==> src/rtl/character_ctl.sv <==
`default_nettype none
// ----------------------------------------------------------------------------
// character_ctl : per-frame ballistic jump / straight fall motion controller
// Revision      : 1.0
// ----------------------------------------------------------------------------
module character_ctl #(
   parameter int X_START  = 400,
   parameter int Y_GROUND = 500,
   parameter int Y_FLOOR  = 599,
   parameter int X_MIN    = 0,
   parameter int X_MAX    = 736,
   parameter int X_SPEED  = 2,
   parameter int JUMP_V0  = 12,
   parameter int GRAVITY  = 1
) (
   input  logic        clk,
   input  logic        rst,
   input  logic        frame_tick,
   input  logic        restart,
   input  logic        jump_left,
   input  logic        jump_right,
   input  logic        jump_fail,
   output logic [11:0] xpos,
   output logic [11:0] ypos,
   output logic        busy,
   output logic        character_landed
);

   typedef enum logic [1:0] {
      ST_IDLE = 2'd0,
      ST_FLY  = 2'd1,
      ST_FALL = 2'd2,
      ST_DOWN = 2'd3
   } state_t;

   localparam logic [11:0]        c_x_start  = 12'(X_START);
   localparam logic [11:0]        c_y_ground = 12'(Y_GROUND);
   localparam logic [11:0]        c_y_floor  = 12'(Y_FLOOR);
   localparam logic [11:0]        c_x_min    = 12'(X_MIN);
   localparam logic [11:0]        c_x_max    = 12'(X_MAX);
   localparam logic signed [12:0] c_x_speed  = 13'(X_SPEED);
   localparam logic signed [7:0]  c_jump_v0  = 8'(JUMP_V0);
   localparam logic signed [7:0]  c_gravity  = 8'(GRAVITY);

   state_t             state_q, state_d;
   logic [11:0]        xpos_q, xpos_d;
   logic [11:0]        ypos_q, ypos_d;
   logic [11:0]        y_base_q, y_base_d;
   logic signed [7:0]  vy_q, vy_d;
   logic               dir_q, dir_d;
   logic               busy_q, busy_d;
   logic               landed_q, landed_d;

   logic signed [12:0] y_sum;
   logic signed [12:0] x_step;

   always_comb begin
      state_d  = state_q;
      xpos_d   = xpos_q;
      ypos_d   = ypos_q;
      y_base_d = y_base_q;
      vy_d     = vy_q;
      dir_d    = dir_q;
      landed_d = 1'b0;

      // 13-bit signed intermediates keep overshoot above y=0 / past the clamps visible
      y_sum  = $signed({1'b0, ypos_q}) + $signed({{5{vy_q[7]}}, vy_q});
      x_step = dir_q ? ($signed({1'b0, xpos_q}) + c_x_speed)
                     : ($signed({1'b0, xpos_q}) - c_x_speed);

      if (restart) begin
         state_d = ST_IDLE;
         xpos_d  = c_x_start;
         ypos_d  = c_y_ground;
         vy_d    = 8'sd0;
      end else begin
         case (state_q)
            ST_IDLE: begin
               if (jump_fail) begin
                  state_d = ST_FALL;
                  vy_d    = 8'sd0;
               end else if (jump_left ^ jump_right) begin
                  state_d  = ST_FLY;
                  vy_d     = -c_jump_v0;
                  y_base_d = ypos_q;
                  dir_d    = jump_right;
               end
            end
            ST_FLY: begin
               if (frame_tick) begin
                  vy_d = vy_q + c_gravity;
                  if (x_step < $signed({1'b0, c_x_min})) begin
                     xpos_d = c_x_min;
                  end else if (x_step > $signed({1'b0, c_x_max})) begin
                     xpos_d = c_x_max;
                  end else begin
                     xpos_d = x_step[11:0];
                  end
                  if (y_sum >= $signed({1'b0, y_base_q})) begin
                     ypos_d   = y_base_q;
                     vy_d     = 8'sd0;
                     landed_d = 1'b1;
                     state_d  = ST_IDLE;
                  end else if (y_sum < 13'sd0) begin
                     ypos_d = 12'd0;
                  end else begin
                     ypos_d = y_sum[11:0];
                  end
               end
            end
            ST_FALL: begin
               if (frame_tick) begin
                  vy_d = vy_q + c_gravity;
                  if (y_sum >= $signed({1'b0, c_y_floor})) begin
                     ypos_d   = c_y_floor;
                     vy_d     = 8'sd0;
                     landed_d = 1'b1;
                     state_d  = ST_DOWN;
                  end else begin
                     ypos_d = y_sum[11:0];
                  end
               end
            end
            default: ;
         endcase
      end

      busy_d = (state_d == ST_FLY) || (state_d == ST_FALL);
   end

   always_ff @(posedge clk) begin
      if (rst) begin
         state_q  <= ST_IDLE;
         xpos_q   <= c_x_start;
         ypos_q   <= c_y_ground;
         y_base_q <= c_y_ground;
         vy_q     <= 8'sd0;
         dir_q    <= 1'b0;
         busy_q   <= 1'b0;
         landed_q <= 1'b0;
      end else begin
         state_q  <= state_d;
         xpos_q   <= xpos_d;
         ypos_q   <= ypos_d;
         y_base_q <= y_base_d;
         vy_q     <= vy_d;
         dir_q    <= dir_d;
         busy_q   <= busy_d;
         landed_q <= landed_d;
      end
   end

   assign xpos             = xpos_q;
   assign ypos             = ypos_q;
   assign busy             = busy_q;
   assign character_landed = landed_q;

endmodule
`default_nettype wire
==> config.mk <==
export PLATFORM = sky130hd
export DESIGN_NAME = character_ctl
export DESIGN_NICKNAME = d
export VERILOG_FILES = /design/src/rtl/character_ctl.sv
export SDC_FILE = /design/constraint.sdc
export NUM_CORES = 1
export LEC_CHECK = 0
export BUFFER_PORTS_ARGS = -buffer_cell sky130_fd_sc_hd__buf_2
export CAP_MARGIN = 20
export CORE_UTILIZATION = 55
export CTS_BUF_LIST = sky130_fd_sc_hd__clkbuf_8
export DETAILED_ROUTE_END_ITERATION = 10
export MAX_ROUTING_LAYER = met4
export PLACE_DENSITY = 0.72
export SLEW_MARGIN = 20
export SYNTH_ARGS = -nofsm -noshare
export SYNTH_HDL_FRONTEND = slang
export SYNTH_SLANG_ARGS = --single-unit
==> constraint.sdc <==
create_clock -name clk -period 4.6 [get_ports clk]
set_clock_uncertainty 0.05 [all_clocks]
set_input_delay 1.15 -clock clk [delete_from_list [all_inputs] [get_ports clk]]
set_output_delay 1.15 -clock clk [all_outputs]
set_load 0.01 [all_outputs]
Word-level counts from Yosys, hierarchy flattened. Index checks and enable logic that the tools add are counted.

ROM bits: 0. Memories kept: 0. Register bits: 49. Bits in writable memories: 0. Word-level logic and storage cells: 65. Bits in latches: 0.

Multipliers: 0. Divide/modulo/power cells: 0. Add/subtract/negate cells: 4. Shifts and indexed selects: 0. Equal/unequal tests: 7. Magnitude comparators: 5. Bitwise logic cells: 3. Multiplexer cells: 29. Reduce and logical (&&, ||, !) cells: 9.

Operators with widths (number): two-way mux 12 bit (7); two-way mux 8 bit (6); < comparator 13 x 1 -> 1 bit (second input constant) (2); case mux 12 bit (2 select lines) (1); case mux 8 bit (3 select lines) (1); two-way mux 2 bit (7); adder 12 x 2 -> 13 bit (second input constant) (1); adder 13 x 8 -> 13 bit (1); >= comparator 13 x 11 -> 1 bit (second input constant) (1); >= comparator 13 bit (1); > comparator 13 x 11 -> 1 bit (second input constant) (1); two-way mux 13 bit (1); subtractor 12 x 2 -> 13 bit (second input constant) (1); adder 8 x 2 -> 8 bit (second input constant) (1); AND reduction 4 bit (2); case mux 2 bit (3 select lines) (1); equality test 2 x 1 -> 1 bit (second input constant) (2); equality test 2 bit (second input constant) (2); two-way mux 1 bit (4); != test 2 bit (second input constant) (2); != test 3 bit (second input constant) (1); AND reduction 3 bit (1); nonzero test 3 bit (1); zero test 2 bit (1); 7 further kinds (8).

Logic depth before layout (Yosys ltp).
Word-level depth: 8. Gate-level depth with buffers: 18. Depth with buffers taken out: 17.

Least setup slack after synthesis. Ideal clock, no wire load.

Kind: register -> register. Start: register ypos_q[0] (netlist: ypos[0]). End: register vy_q[5]. Data required time: 4464 ps. Data arrival time: 3798 ps. Setup time: 86 ps. Stages on the path, launching flop included: 19. Setup slack: 666 ps. Period minus slack after synthesis: 3934 ps. Path through: dfxtp_1 -> ha_1 -> inv_1 -> fa_1 -> nand2b_1 -> a211oi_2 -> mux2i_1 -> a311oi_1 -> ha_1 -> o21ai_0 -> o31ai_1 -> a31oi_1 -> nor2b_1 -> a2111oi_4 -> buf_4 -> nand3_1 -> o211ai_4 -> o21ai_2 -> a211oi_1.

Word-level cells in the longest chain between the ends: 5.

Ends and longest elaborated chain: from (decl) (line 47) `logic [11:0] ypos_q, ypos_d;`; from (signal assigned) (line 135) `ypos_q <= c_y_ground;`; from (signal assigned) (line 144) `ypos_q <= ypos_d;`; adder 13 x 8 -> 13 bit * (line 67) `y_sum = $signed({1'b0, ypos_q}) + $signed({{5{vy_q[7]}}, vy_q});`; >= comparator 13 x 11 -> 1 bit / >= comparator 13 bit (equally long branches) (line 114, 99); two-way mux 8 bit, on equally long branches (line 114, 99); two-way mux 8 bit, on equally long branches (line 112, 90); case mux 8 bit (3 select lines) * (line 77) `case (state_q)`; to (signal assigned) (line 146) `vy_q <= vy_d;`; to (decl) (line 49) `logic signed [7:0] vy_q, vy_d;`.

Every way passes the cells marked *; elsewhere a longest branch is shown, timed or not. The select of a mux whose other input is x is not followed. A chain may end at the register's enable or synchronous reset.

Final worst setup path.
Start: register ypos_q[0] (netlist: ypos[0]). End: register ypos_q[3] (netlist: ypos[3]).

Word-level cells in the longest chain between the ends: 6.

Ends and longest elaborated chain: adder 13 x 8 -> 13 bit * (line 67); < comparator 13 x 1 -> 1 bit (line 104) `end else if (y_sum < 13'sd0) begin`; two-way mux 12 bit (line 104); two-way mux 12 bit (line 99) `if (y_sum >= $signed({1'b0, y_base_q})) begin`; two-way mux 12 bit (line 90) `if (frame_tick) begin`; case mux 12 bit (2 select lines) * (line 77).

Marked as above.

==> impl_results.md <==
- Status: finished clean
- Initial antenna violation count: 0
- Max H-tree Level: 2
- Final setup vio count: 0
- Worst slack, placed: 0.101 ns
- Share of cells above drive strength 1: 12.2%
- Nets: 574
- Fmax: 0.234 GHz
- Core Util, Final: 63.8%
- Antenna fix cells: 0
- Cts-stage hold buffer count: 0
- Most used DFF post-synth: dfxtp_1
- Drt wl/cell: 16.8 um
- Residual DRC: 0
- Mapped Avg Cell Area: 7.67 um^2
- IO buf count: 31
- First-pass DRT Iterations: 4
- Leak: 1.66 nW
- Initial Util: 58.5%
- Worst setup margin: 0.328 ns
- Global-route wire length before repair: 16.9 mm
- Crit path time final: 4.27 ns
- Vias: 3705
- Root buffer cell: clkbuf_8
- Die W: 85.1 um
- CTS buffer count: 5
- Die H: 85.1 um
- # rows: 29
- Synth top cells by count: 62 x nand2_1, 53 x nor2_1, 48 x dfxtp_1
- Post-placement cell count: 594
- Crit share post-route: 92.9%
- GPL Wtd Cong: 0.887
- Pin count of the biggest net entering global routing: 21
- Syn Nets: 545
- Total power: 1.20 mW
- CP dominant cell by count: ha_1
- Sequential area share after synthesis: 25.3%
- Number of global-route vias before repair: 3629
- Placed Area: 0.00402 mm^2
- Final ANT Viol Nets: 0
- Clock slew seen by the registers of the worst setup and hold paths: 0.10 ns
- Setup CP Type: reg2reg
- Mapped Area: 0.00380 mm^2
- Area Growth Syn to Fin: 8.95%
- Startpoint Class: register
- Crit. End Element: register
- Top cells by area, synth: dfxtp_1 25%, ha_1 13%, nand2_1 6.1%, a21oi_1 6.1%, nor2_1 5.2%
- Synth warnings: 0
- Final-report hold violation count: 0
- Synth Instances: 496
- Setup_tns: 0 ns
- Fin. max-slew vios: 0
- Total clock sinks: 48
- Worst EP arrival: 4.45 ns
- Total wire length: 10.2 mm
- Most common cell in the netlist: nand2_1
- Final Instance Count excl. Fillers: 603
- Distinct cell type count of the synthesized netlist: 69
- Fin Hold WS: 0.441 ns
- Synth area leader: dfxtp_1
- Max incr delay on CP: 0.41 ns
- Storage cell area: 961 um^2
- I/O Pins: 33
- Worst Path Max Fanout: 7
- Post-DP HPWL: 7.87 mm
- DIE AREA: 0.00725 mm^2
- VDD IR max: 0.139 mV
- Slew HR: 42.9%
- Gr ovfl total: 0
- Vias per cell: 6.14
- GR Util All Layers: 30.1%
- Worst Path Required: 4.78 ns
- Fin area: 0.00414 mm^2
- Max-Cap Viols: 0
- Async SR Flop Fraction: 0%
- # fillers: 618
- Cell area power density: 290 mW/mm^2
- Number of synthesized flops with an enable pin: 0
- Footprint of the multi-input gates: 0.00269 mm^2
- DRT iter0 DRCs: 185
- HP Class: reg2reg
- Core box area: 0.00649 mm^2
- RSZ-0062 raised after global routing: no
- Share of Yosys cell area claimed by the top area cell type: 25.3%
- CTS tree: yes
- Clock buffer depth: 2
- Clock latency on the worst-skew pair: 0.31 ns
- CP Cell Sequence: ha_1 > inv_1 > fa_1 > nand2b_1 > a211oi_2 > mux2i_1 > a311oi_2 > ha_1 > o21ai_0 > o31ai_1 > a31oi_1 > nor2b_1 > a2111oi_4 > buf_4 > a21oi_1 > a21oi_2 > a221oi_1 > nor2_1
- Crit path max-delay cell type: dfxtp_1
- Actual slew at the worst max-slew pin: 0.850 ns
- FF+latch count, synth: 48
## logic make-up (layout without fill, tap and decap cells)
logic type      Yosys count  after routing  synth area share [%]
simple gates            184            184                  22.4
compound gates          158            158                  28.8
flops                    48             48                  25.3
buf+inv                  45             75                  4.77
fa+ha+maj                42             42                  14.2
xor+xnor                 15             15                  3.65
mux                       3              3                 0.790
other cells               1              1                0.0986
## worst paths after layout
path / from / endpoint / slack [ns] / cells after the start
setup / recovery: ypos[0]$_SDFFE_PP0P_ / ypos[3]$_SDFFE_PP0P_ / 0.33 / 18
hold / removal: y_base_q[1]$_SDFFE_PP0P_ / y_base_q[1]$_SDFFE_PP0P_ / 0.44 / 2
hold reg to reg: y_base_q[1]$_SDFFE_PP0P_ / y_base_q[1]$_SDFFE_PP0P_ / 0.44 / 2
setup reg to reg: ypos[0]$_SDFFE_PP0P_ / ypos[3]$_SDFFE_PP0P_ / 0.33 / 18
## cells in the final DEF, fill, tap and decap left out, types with 9 or more instances in the layout
cell type / n
dfxtp_1: 48
nor2_1: 53
nor3_1: 12
ha_1: 40
buf_2: 31
inv_1: 32
nand3_1: 13
a21oi_1: 45
nand2b_1: 9
nand2_1: 62
o211ai_1: 11
o21ai_0: 21
## power by group
part	internal, mW	leakage (nW)	switching, mW
clock network	0.108	0.0404	0.156
registers	0.428	0.389	0.0123
logic	0.189	1.23	0.309
## final cells by class
class,count,share of cell area [%]
tap,77,2.33
inverter,32,2.90
clock buffer,5,1.66
multi-input combinational,403,64.9
clock inverter,3,0.574
timing repair buffer,35,4.47
sequential,48,23.2
## worst max-delay path, delay by kind of cell (launching register included)
family                     cells  cell delay (ns)
AOI/OAI and AO/OA              9             1.89
adders and majority gates      3             0.94
and+or+nand+nor                3             0.47
DFF                            1             0.41
buffers and inverters          2             0.27
muxes                          1             0.16
## state kept, by name, indices dropped and copies added (netlist names)
signal,cells
ypos,12
state_q,2
y_base_q,12
dir_q,1
vy_q,8
xpos,11
character_landed,1
busy,1
## timing repair
action	CTS	global route
endpoints found under the setup margin	0	22
buffers inserted	0	1
resized for setup	0	3
## routing by layer
layer / wire (um) / up-vias / track usage (%)
li1: - / 1873 / -
met1: 4440 / 1736 / 34.4
met2: 4990 / 74 / 52.7
met3: 397 / 22 / 4.67
met4: 314 / 0 / 11.9
met5: 0 / - / -
(Power assumes the default switching activity.)
